==> src/rtl/counter.sv <==
// Generic up-counter with active-low synchronous load, shared across the codebase.
// Load takes priority over count enable.
module counter #(
    parameter int unsigned WIDTH = 8
) (
    input  logic             clk,
    input  logic             clrn,
    input  logic             ena,
    input  logic             ldn,
    input  logic [WIDTH-1:0] d,
    output logic [WIDTH-1:0] q
);

    localparam logic [WIDTH-1:0] ONE = WIDTH'(1);

    logic [WIDTH-1:0] r_q;

    always_ff @(posedge clk or negedge clrn) begin
        if (!clrn) begin
            r_q <= '0;
        end else if (!ldn) begin
            r_q <= d;
        end else if (ena) begin
            r_q <= r_q + ONE;
        end
    end

    assign q = r_q;

endmodule

==> src/rtl/pulse_stretch.sv <==
// Stretches single-cycle event strobes into visible blinks (ON period, then OFF gap),
// queueing events that arrive mid-blink in a saturating pending counter.
module pulse_stretch #(
    parameter int unsigned ON_CYC   = 1024,
    parameter int unsigned OFF_CYC  = 1024,
    parameter int unsigned PEND_MAX = 7,
    localparam int unsigned PEND_W  = $clog2(PEND_MAX + 1)
) (
    input  logic              clk,
    input  logic              clrn,
    input  logic              in_edge,
    output logic              out_state,
    output logic              busy,
    output logic [PEND_W-1:0] pend,
    output logic              overflow
);

    localparam int unsigned MAX_CYC = (ON_CYC > OFF_CYC) ? ON_CYC : OFF_CYC;
    localparam int unsigned TMR_W   = (MAX_CYC > 1) ? $clog2(MAX_CYC) : 1;

    localparam logic [TMR_W-1:0]  ON_LAST   = TMR_W'(ON_CYC - 1);
    localparam logic [TMR_W-1:0]  OFF_LAST  = TMR_W'(OFF_CYC - 1);
    localparam logic [PEND_W-1:0] PEND_FULL = PEND_W'(PEND_MAX);
    localparam logic [PEND_W-1:0] PEND_ONE  = PEND_W'(1);

    typedef enum logic [1:0] {
        StIdle = 2'd0,
        StOn   = 2'd1,
        StGap  = 2'd2
    } state_e;

    state_e             r_state;
    state_e             w_state_d;
    logic [PEND_W-1:0]  r_pend;
    logic [PEND_W-1:0]  w_pend_d;
    logic               r_out;
    logic               r_busy;
    logic               r_overflow;
    logic               w_drop;
    logic               w_tmr_ena;
    logic               w_tmr_ldn;
    logic [TMR_W-1:0]   w_tmr;

    // Timer restarts from zero on every state entry.
    counter #(
        .WIDTH(TMR_W)
    ) u_timer (
        .clk (clk),
        .clrn(clrn),
        .ena (w_tmr_ena),
        .ldn (w_tmr_ldn),
        .d   ({TMR_W{1'b0}}),
        .q   (w_tmr)
    );

    assign w_tmr_ena = (r_state != StIdle);
    assign w_tmr_ldn = (w_state_d == r_state);

    always_comb begin
        w_state_d = r_state;
        w_pend_d  = r_pend;
        w_drop    = 1'b0;
        unique case (r_state)
            StIdle: begin
                if (in_edge) begin
                    w_state_d = StOn;
                end
            end
            StOn: begin
                if (w_tmr == ON_LAST) begin
                    w_state_d = StGap;
                end
                if (in_edge) begin
                    if (r_pend < PEND_FULL) begin
                        w_pend_d = r_pend + PEND_ONE;
                    end else begin
                        w_drop = 1'b1;
                    end
                end
            end
            StGap: begin
                if (w_tmr == OFF_LAST) begin
                    // A fresh event during the consume cycle reuses the freed slot.
                    if (r_pend != '0) begin
                        w_state_d = StOn;
                        if (!in_edge) begin
                            w_pend_d = r_pend - PEND_ONE;
                        end
                    end else if (in_edge) begin
                        w_state_d = StOn;
                    end else begin
                        w_state_d = StIdle;
                    end
                end else if (in_edge) begin
                    if (r_pend < PEND_FULL) begin
                        w_pend_d = r_pend + PEND_ONE;
                    end else begin
                        w_drop = 1'b1;
                    end
                end
            end
            default: begin
                w_state_d = StIdle;
            end
        endcase
    end

    always_ff @(posedge clk or negedge clrn) begin
        if (!clrn) begin
            r_state    <= StIdle;
            r_pend     <= '0;
            r_out      <= 1'b0;
            r_busy     <= 1'b0;
            r_overflow <= 1'b0;
        end else begin
            r_state    <= w_state_d;
            r_pend     <= w_pend_d;
            r_out      <= (w_state_d == StOn);
            r_busy     <= (w_state_d != StIdle);
            r_overflow <= w_drop;
        end
    end

    assign out_state = r_out;
    assign busy      = r_busy;
    assign pend      = r_pend;
    assign overflow  = r_overflow;

endmodule
==> config.mk <==
export PLATFORM = sky130hd
export DESIGN_NAME = pulse_stretch
export DESIGN_NICKNAME = d
export VERILOG_FILES = /design/src/rtl/counter.sv /design/src/rtl/pulse_stretch.sv
export SDC_FILE = /design/constraint.sdc
export NUM_CORES = 1
export LEC_CHECK = 0
export ABC_AREA = 1
export BUFFER_PORTS_ARGS = -buffer_cell sky130_fd_sc_hd__buf_2
export CORE_MARGIN = 2
export CORE_UTILIZATION = 52
export DETAILED_ROUTE_END_ITERATION = 8
export GPL_ROUTABILITY_DRIVEN = 0
export MAX_ROUTING_LAYER = met4
export PLACE_DENSITY = 0.75
export SLEW_MARGIN = 5
export SYNTH_ARGS = -nofsm -noshare
export SYNTH_HDL_FRONTEND = slang
export SYNTH_SLANG_ARGS = --single-unit
export TNS_END_PERCENT = 50
==> constraint.sdc <==
create_clock -name clk -period 1.7 [get_ports clk]
set_input_delay 0.17 -clock clk [delete_from_list [all_inputs] [get_ports clk]]
set_output_delay 0.17 -clock clk [all_outputs]
set_load 0.05 [all_outputs]
==> results.yml, run 1 <==
cts:
  clk_pin_slew_worst_paths_ns: 0.11
  cts.path.max_buffers: 2
  clkSinkCount: 18
  cts-root-buf: "clkbuf_4"
  cts_max_level: 1
  clk_latency_ns: 0.30
  cts_buffers: 3
  cts_tree: "done"
worst_setup_path:
  crit_path_top_delay_cell: "dfrtp_1"
  critPathRequiredTime_ns: 1.89
  crit_path_start: "u_timer.q[0]"
  critical_path_peak_fanout: 5
  critical_path.top_delay_family: "simple AND/OR/NAND/NOR gates"
  crit_path_max_incr_delay_ns: 0.40
  crit_path_cell_trace: "ha_2 -> nand3_2 -> nor2_4 -> nand2_2 -> nand2_1 -> nand3_1 -> nand2_2 -> nand2_4 -> nand2_4 -> nand2_4 -> nand2_8 -> nor2_2"
  cp-start-kind: "register"
  end_kind: "register"
  path_buf_inv: 0
  cp.arrival_ns: 1.82
  crit_top_cell: "nand2_4"
  worstSetupPathType: "reg2reg"
  rr_startpoint: "u_timer.q[0]"
floorplan:
  coreArea_sq_um: 2020
  dieArea_sq_um: 2580
  start_util: 0.563
  rows: 16
  die_x_um: 50.8
  io_pins: 9
  die_h_um: 50.8
synth:
  yosys_warnings: 0
  synth.avg_cell_area_sq_um: 8.42
  netlist-cell-type-count: 22
  syn-num-nets: 146
  syn_area_sq_um: 1140
  ys_ff_latch: 18
  synthMuxAreaShare: 0.00880
  synth_top_family_by_area: "simple AND/OR/NAND/NOR gates"
  synthAdderAreaFrac: 0.0880
  synth_compound_area_frac: 0.0561
  synthSimpleGateAreaFrac: 0.323
  synthCells: 135
  yosys.area_share.xor_xnor: 0.0616
  seq_area_frac_synth: 0.396
timing:
  period_share: 0.957
  skew_ns: 0.0129
  slew_headroom: 0.733
  finalCriticalPeriod_ns: 1.63
  worst_slew_pin_slew_ns: 0.400
  fmax_mhz: 615
  rsz0062_at_grt: "true"
  drv_slew: 0
  setup_viol: 0
  hold_viol: 0
power:
  clkPwrFrac: 0.122
  peakVddDrop_mv: 1.36
  p_sw_frac: 0.489
  p_int_w: 0.00110
  powerDensity_nw_per_um2: 1530
  p_leak_nw: 0.651
  sequentialPowerShare: 0.282
  power_frac_comb: 0.596
  p_sw_w: 0.00106
  total_power_w: 0.00216
detailed_routing:
  drt-wirelength-per-cell_um: 12.8
  routed_wl_mm: 2.36
  route.detailed.drc: 0
  ant_nets: 0
  dr.first_iter.drc_count: 6
  viasPerCell: 5.02
  vias: 928
  dr.pass1.iters: 3
status:
  status: "complete, no violations"
final_layout:
  n_antenna_cell: 0
  nNetsFinal: 170
  final_common_cell: "nand2_1"
  final_cell_mix: "nand2_1, dfrtp_1, inv_1"
  synthToLayoutAreaGrowth_pct: 24.1
  drive_above_1_share: 0.443
  utilization: 0.698
global_routing:
  grt_pass1_vias: 834
  antenna_found_initial: 0
  track_usage: 0.191
  overflow: 0
  grt_pass1_wl_mm: 3.48
  grt_max_degree: 19
place:
  dp_hpwl_mm: 1.57
  io_buffer_count: 8
hold_path:
  worstHoldStart: "in_edge"
  hold_class: "in2reg"
flow_run:
  maxCapViolations: 0
area by class of cell:
class                           count  area [sq um]
Multi-Input combinational cell     98           694
Fill cell                         166           611
Tap cell                           27          33.8
Sequential cell                    18           454
Timing Repair Buffer               18           118
Clock buffer                        4          36.3
Inverter                           20          75.1
worst paths after layout:
| kind | to | slack (ns) | cells past startpoint |
|---|---|---|---|
| min in group asynchronous | pend[2] | 0.30 | 2 |
| max reg2reg | u_timer.q[1] | 0.07 | 12 |
| max | u_timer.q[1] | 0.07 | 12 |
| min reg2reg | pend[1] | 0.61 | 2 |
| min | overflow | 0.24 | 3 |
| max in group asynchronous | pend[1] | 1.09 | 2 |
sequential cells by signal, indices dropped and copies added (netlist names):
signal and cells:
busy 1, overflow 1, out_state 1, u_timer.q 10, pend 3, r_state 2
metrics by stage:
stage                     cell area (sq um)  setup WS [ns]  std cells  hold WS, ns  TNS [ns]
final                                  1410         0.0730        185        0.244         0
after global routing                   1410        -0.0489        185        0.250    -0.126
after global placement                 1260         0.0555        176        0.120         0
after detailed placement               1260       -0.00136        176        0.125  -0.00136
after CTS                              1310        0.00572        181        0.242         0
after floorplan                        1140         0.0477        135       -0.126         0
Yosys cell counts:
| library cell | n | area [sq um] |
|---|---|---|
| a21o_2 | 1 | 8.76 |
| a21oi_1 | 4 | 20.0 |
| dfrtp_1 | 18 | 450 |
| ha_1 | 8 | 100 |
| inv_1 | 18 | 67.6 |
| inv_2 | 2 | 7.51 |
| mux2i_1 | 1 | 10.0 |
| nand2_1 | 21 | 78.8 |
| nand2_2 | 8 | 50.1 |
| nand2_8 | 1 | 20.0 |
| nand3_1 | 12 | 60.1 |
| nand3_2 | 2 | 20.0 |
| nand4_1 | 4 | 25.0 |
| nor2_1 | 7 | 26.3 |
| nor2_2 | 13 | 81.3 |
| o21ai_0 | 2 | 10.0 |
| o21ai_1 | 2 | 10.0 |
| o21ai_2 | 1 | 8.76 |
| o22ai_1 | 1 | 6.26 |
| or2_2 | 1 | 6.26 |
| xnor2_1 | 1 | 8.76 |
| xor2_1 | 7 | 61.3 |
power by group through the flow:
| stage | clock network [W] | registers (W) | logic, W |
|---|---|---|---|
| global route | 0.000292 | 0.000619 | 0.00138 |
| floorplan | 0 | 0.000832 | 0.000600 |
| CTS | 0.000275 | 0.000601 | 0.00111 |
| global placement | 0 | 0.000603 | 0.00107 |
| detailed placement | 0 | 0.000608 | 0.00110 |
| finish | 0.000264 | 0.000609 | 0.00129 |
kinds of logic (layout without fill, tap and decap cells):
| family | Yosys count | in the layout |
|---|---|---|
| buffers and inverters | 20 | 42 |
| DFF | 18 | 18 |
| and+or+nand+nor | 69 | 70 |
| muxes | 1 | 1 |
| adders and majority gates | 8 | 8 |
| xor gates and xnor gates | 8 | 8 |
| AOI/OAI and AO/OA | 11 | 11 |
metal layers:
metal / part of all wire / GRT usage / routed length, um
met1: 0.45 / 0.222 / 1050
met2: 0.50 / 0.322 / 1190
met3: 0.032 / 0.0536 / 76
met4: 0.019 / 0.0541 / 44
met5: 0 / - / 0
what timing repair did:
item                       4_1_cts  5_1_grt
pin swaps                        0        6
gates resized for setup          1       22
setup endpoints to repair        1       12
setup buffers                    0        3
hold buffers                     1        0
hold endpoints to repair        18        0
gates cloned                     0        1
worst register-to-register path: stages, from the launching register on:
cell,delay [ns]
dfrtp_1,0.40
ha_2,0.22
nand3_2,0.10
nor2_4,0.12
nand2_2,0.08
nand2_1,0.07
nand3_1,0.08
nand2_2,0.11
nand2_4,0.07
nand2_4,0.07
nand2_4,0.08
nand2_8,0.10
nor2_2,0.04
Note: power is estimated with default switching activity, not from simulation.
==> inputs of run 2 (changes only) <==
--- a/config.mk
+++ b/config.mk
@@ -5,7 +5,6 @@
 export SDC_FILE = /design/constraint.sdc
 export NUM_CORES = 1
 export LEC_CHECK = 0
-export ABC_AREA = 1
 export BUFFER_PORTS_ARGS = -buffer_cell sky130_fd_sc_hd__buf_2
 export CORE_MARGIN = 2
 export CORE_UTILIZATION = 52
@@ -17,4 +16,4 @@
 export SYNTH_ARGS = -nofsm -noshare
 export SYNTH_HDL_FRONTEND = slang
 export SYNTH_SLANG_ARGS = --single-unit
-export TNS_END_PERCENT = 50
+export TNS_END_PERCENT = 100
==> run 2 against run 1 <==
  * The run now ends with setup timing left
  * Combinational power decreased by 56%
  * Die area rose by 2.3%
  * Sequential cell count is the same
  * Worst setup slack worse by 0.38 ns
  * Routed wire length grew 46%
  * Final area increased by 28%
  * Area after synthesis rose by 2.5%
  * First-iteration DRC count grew to 3.7 times the previous value
  * Power down 38%
  * Register-to-register slack lost 0.38 ns
  * Sequential share of layout area decreased by 7.2 points
  * Critical endpoint is now u_timer.q[8]
  * Highest routed layer unchanged
==> results.yml, run 2 <==
cts:
  cts_max_level: 1
  cts-root-buf: "clkbuf_4"
  clk_pin_slew_worst_paths_ns: 0.11
  clkSinkCount: 18
  cts.path.max_buffers: 2
  cts_tree: "done"
  clk_latency_ns: 0.31
  cts_buffers: 3
floorplan:
  die_x_um: 51.4
  dieArea_sq_um: 2640
  rows: 17
  die_h_um: 51.4
  coreArea_sq_um: 2170
  io_pins: 9
  start_util: 0.537
synth:
  yosysMostFrequentCell: "dfrtp_1"
  netlist-cell-type-count: 42
  synth.top_cells.by_count: "dfrtp_1, a21oi_1, nand2_1, nor2_1, ha_1"
  synthCells: 120
  syn_area_sq_um: 1170
  yosys_warnings: 0
  syn-num-nets: 131
  synth.avg_cell_area_sq_um: 9.72
  synthTopCellsByArea: "dfrtp_1, ha_1, a21oi_1, xor2_1, xnor2_1"
  seq_area_frac_synth: 0.386
  async_flop_share: 1.00
  synth_edf_count: 0
  ys_ff_latch: 18
  synth_top_area_cell: "dfrtp_1"
  synth_flop_cell: "dfrtp_1"
  yosysTopAreaCellShare: 0.386
global_routing:
  grt_max_degree: 19
  antenna_found_initial: 0
  overflow: 0
  track_usage: 0.292
  grt_pass1_vias: 1166
  grt_pass1_wl_mm: 5.47
worst_setup_path:
  cp.arrival_ns: 2.20
  critical_path_peak_fanout: 5
  end_kind: "register"
  cp_num_cells: 6
  worstSetupPathType: "reg2reg"
  rr_startpoint: "u_timer.q[1]"
  critPathRequiredTime_ns: 1.90
  endpoint: "u_timer.q[8]"
  critical_path.top_delay_family: "multiplexers"
  rrSetupSlack_ns: -0.30
  crit_path_start: "u_timer.q[1]"
  crit_path_top_delay_cell: "mux2i_4"
  crit_path_max_incr_delay_ns: 0.42
  crit_path_cell_trace: "ha_1 -> nand4_1 -> or3_4 -> mux2i_4 -> mux2i_4 -> a21oi_2"
  cp-start-kind: "register"
  reg2reg_depth: 6
  crit_top_cell: "mux2i_4"
  path_buf_inv: 0
  regToRegEndpoint: "u_timer.q[8]"
timing:
  period_share: 1.18
  slew_headroom: 0.701
  setup_viol: 16
  rsz0062_at_grt: "true"
  drv_slew: 0
  finalCriticalPeriod_ns: 2.00
  fin_ws_ns: -0.303
  skew_ns: 0.00207
  fmax_mhz: 499
  worst_slew_pin_slew_ns: 0.448
  hold_viol: 0
final_layout:
  final_common_cell: "buf_4"
  largest_register_ffs: 10
  nNetsFinal: 188
  n_antenna_cell: 0
  final_cell_mix: "buf_4, dfrtp_1, nand2_1"
  final_area_sq_um: 1810
  final_cells: 204
  drive_above_1_share: 0.534
  synthToLayoutAreaGrowth_pct: 55.5
power:
  p_leak_nw: 0.826
  powerDensity_nw_per_um2: 742
  peakVddDrop_mv: 1.01
  total_power_w: 0.00134
detailed_routing:
  vias: 1174
  wl_met2_mm: 1.89
  met3_length_um: 94
  dr.first_iter.drc_count: 22
  drt-wirelength-per-cell_um: 16.9
  viasPerCell: 5.75
  route.detailed.drc: 0
  dr.pass1.iters: 4
  m1WireLength_mm: 1.38
  ant_nets: 0
  routed.top_layer: "met4"
  routed_wl_mm: 3.45
status:
  status: "complete, but fails checks"
  violations: "setup timing"
place:
  numPlacedInstances: 190
  io_buffer_count: 8
  place_area_sq_um: 1540
  dp_hpwl_mm: 2.08
hold_path:
  hold_class: "in2async"
flow_run:
  maxCapViolations: 0
[run 2: cell types whose count changed after synthesis, sizes merged, moves of 3 or more]
cell    before  now
nand2b       0    3
nand3       14    1
inv         20    7
nor3         0    4
nor2        20    9
xnor2        1    4
a21oi        4   15
nand2       30    9
[run 2: worst min-delay path by stage]
stage                  to  slack [ns]  cells past startpoint
3_5_place_dp   r_state[1]        0.13                      1
5_1_grt        r_state[1]        0.36                      2
2_1_floorplan        busy       -0.13                      0
4_1_cts        r_state[1]        0.33                      2
6_report        out_state        0.33                      2
3_3_place_gp   r_state[1]        0.12                      1
[run 2: area by class of cell]
type | count | area, sq um
clock buffers | 4 | 36.3
fillers | 122 | 357
inverters | 7 | 28.8
multi-input cells | 94 | 876
flip-flops and latches | 18 | 453
well taps | 28 | 35.0
repair buffers | 53 | 384
[run 2: timing repair]
| action | in CTS | in global routing |
|---|---|---|
| cloned | 1 | 0 |
| setup endpoints to repair | 16 | 17 |
| endpoints found under the hold margin | 18 | 0 |
| resized for setup | 18 | 12 |
| hold buffers | 1 | 0 |
| pin swaps | 7 | 4 |
| buffers inserted | 5 | 3 |
[run 2: per-stage QoR]
stage / hold slack (ns) / util / setup TNS [ns] / setup WS, ns
after floorplan: -0.126 / - / -2.56 / -0.225
after global placement: 0.123 / 0.711 / -3.06 / -0.280
after detailed placement: 0.133 / 0.711 / -3.87 / -0.352
after CTS: 0.330 / 0.800 / -3.72 / -0.298
after global routing: 0.363 / 0.836 / -5.34 / -0.392
final: 0.330 / 0.836 / -3.96 / -0.303
[run 2: where the power goes]
part           switching (W)  internal (W)  leakage, nW  total, W
Combinational       0.000352      0.000216        0.595  0.000568
Sequential         0.0000197      0.000473        0.210  0.000493
Clock               0.000153      0.000131       0.0210  0.000284
Total               0.000524      0.000820        0.826   0.00134
[run 2: kinds of logic after synthesis]
| family | synth area share |
|---|---|
| AOI/OAI and AO/OA | 0.175 |
| xor gates and xnor gates | 0.0676 |
| adders and majority gates | 0.0858 |
| buffers and inverters | 0.0300 |
| DFF | 0.386 |
| muxes | 0.0494 |
| and+or+nand+nor | 0.206 |
[run 2: worst register-to-register path, delay by kind of cell (launching register included)]
kind	cells	cell delay, ns
simple gates	2	0.56
flops	1	0.38
fa+ha+maj	1	0.17
mux	2	0.68
compound gates	1	0.10
[run 2: layer usage]
metal  track usage  vias up
met5             -        -
met3        0.0409       12
met1         0.335      586
met2         0.524       28
met4        0.0965        0
li1              -      548
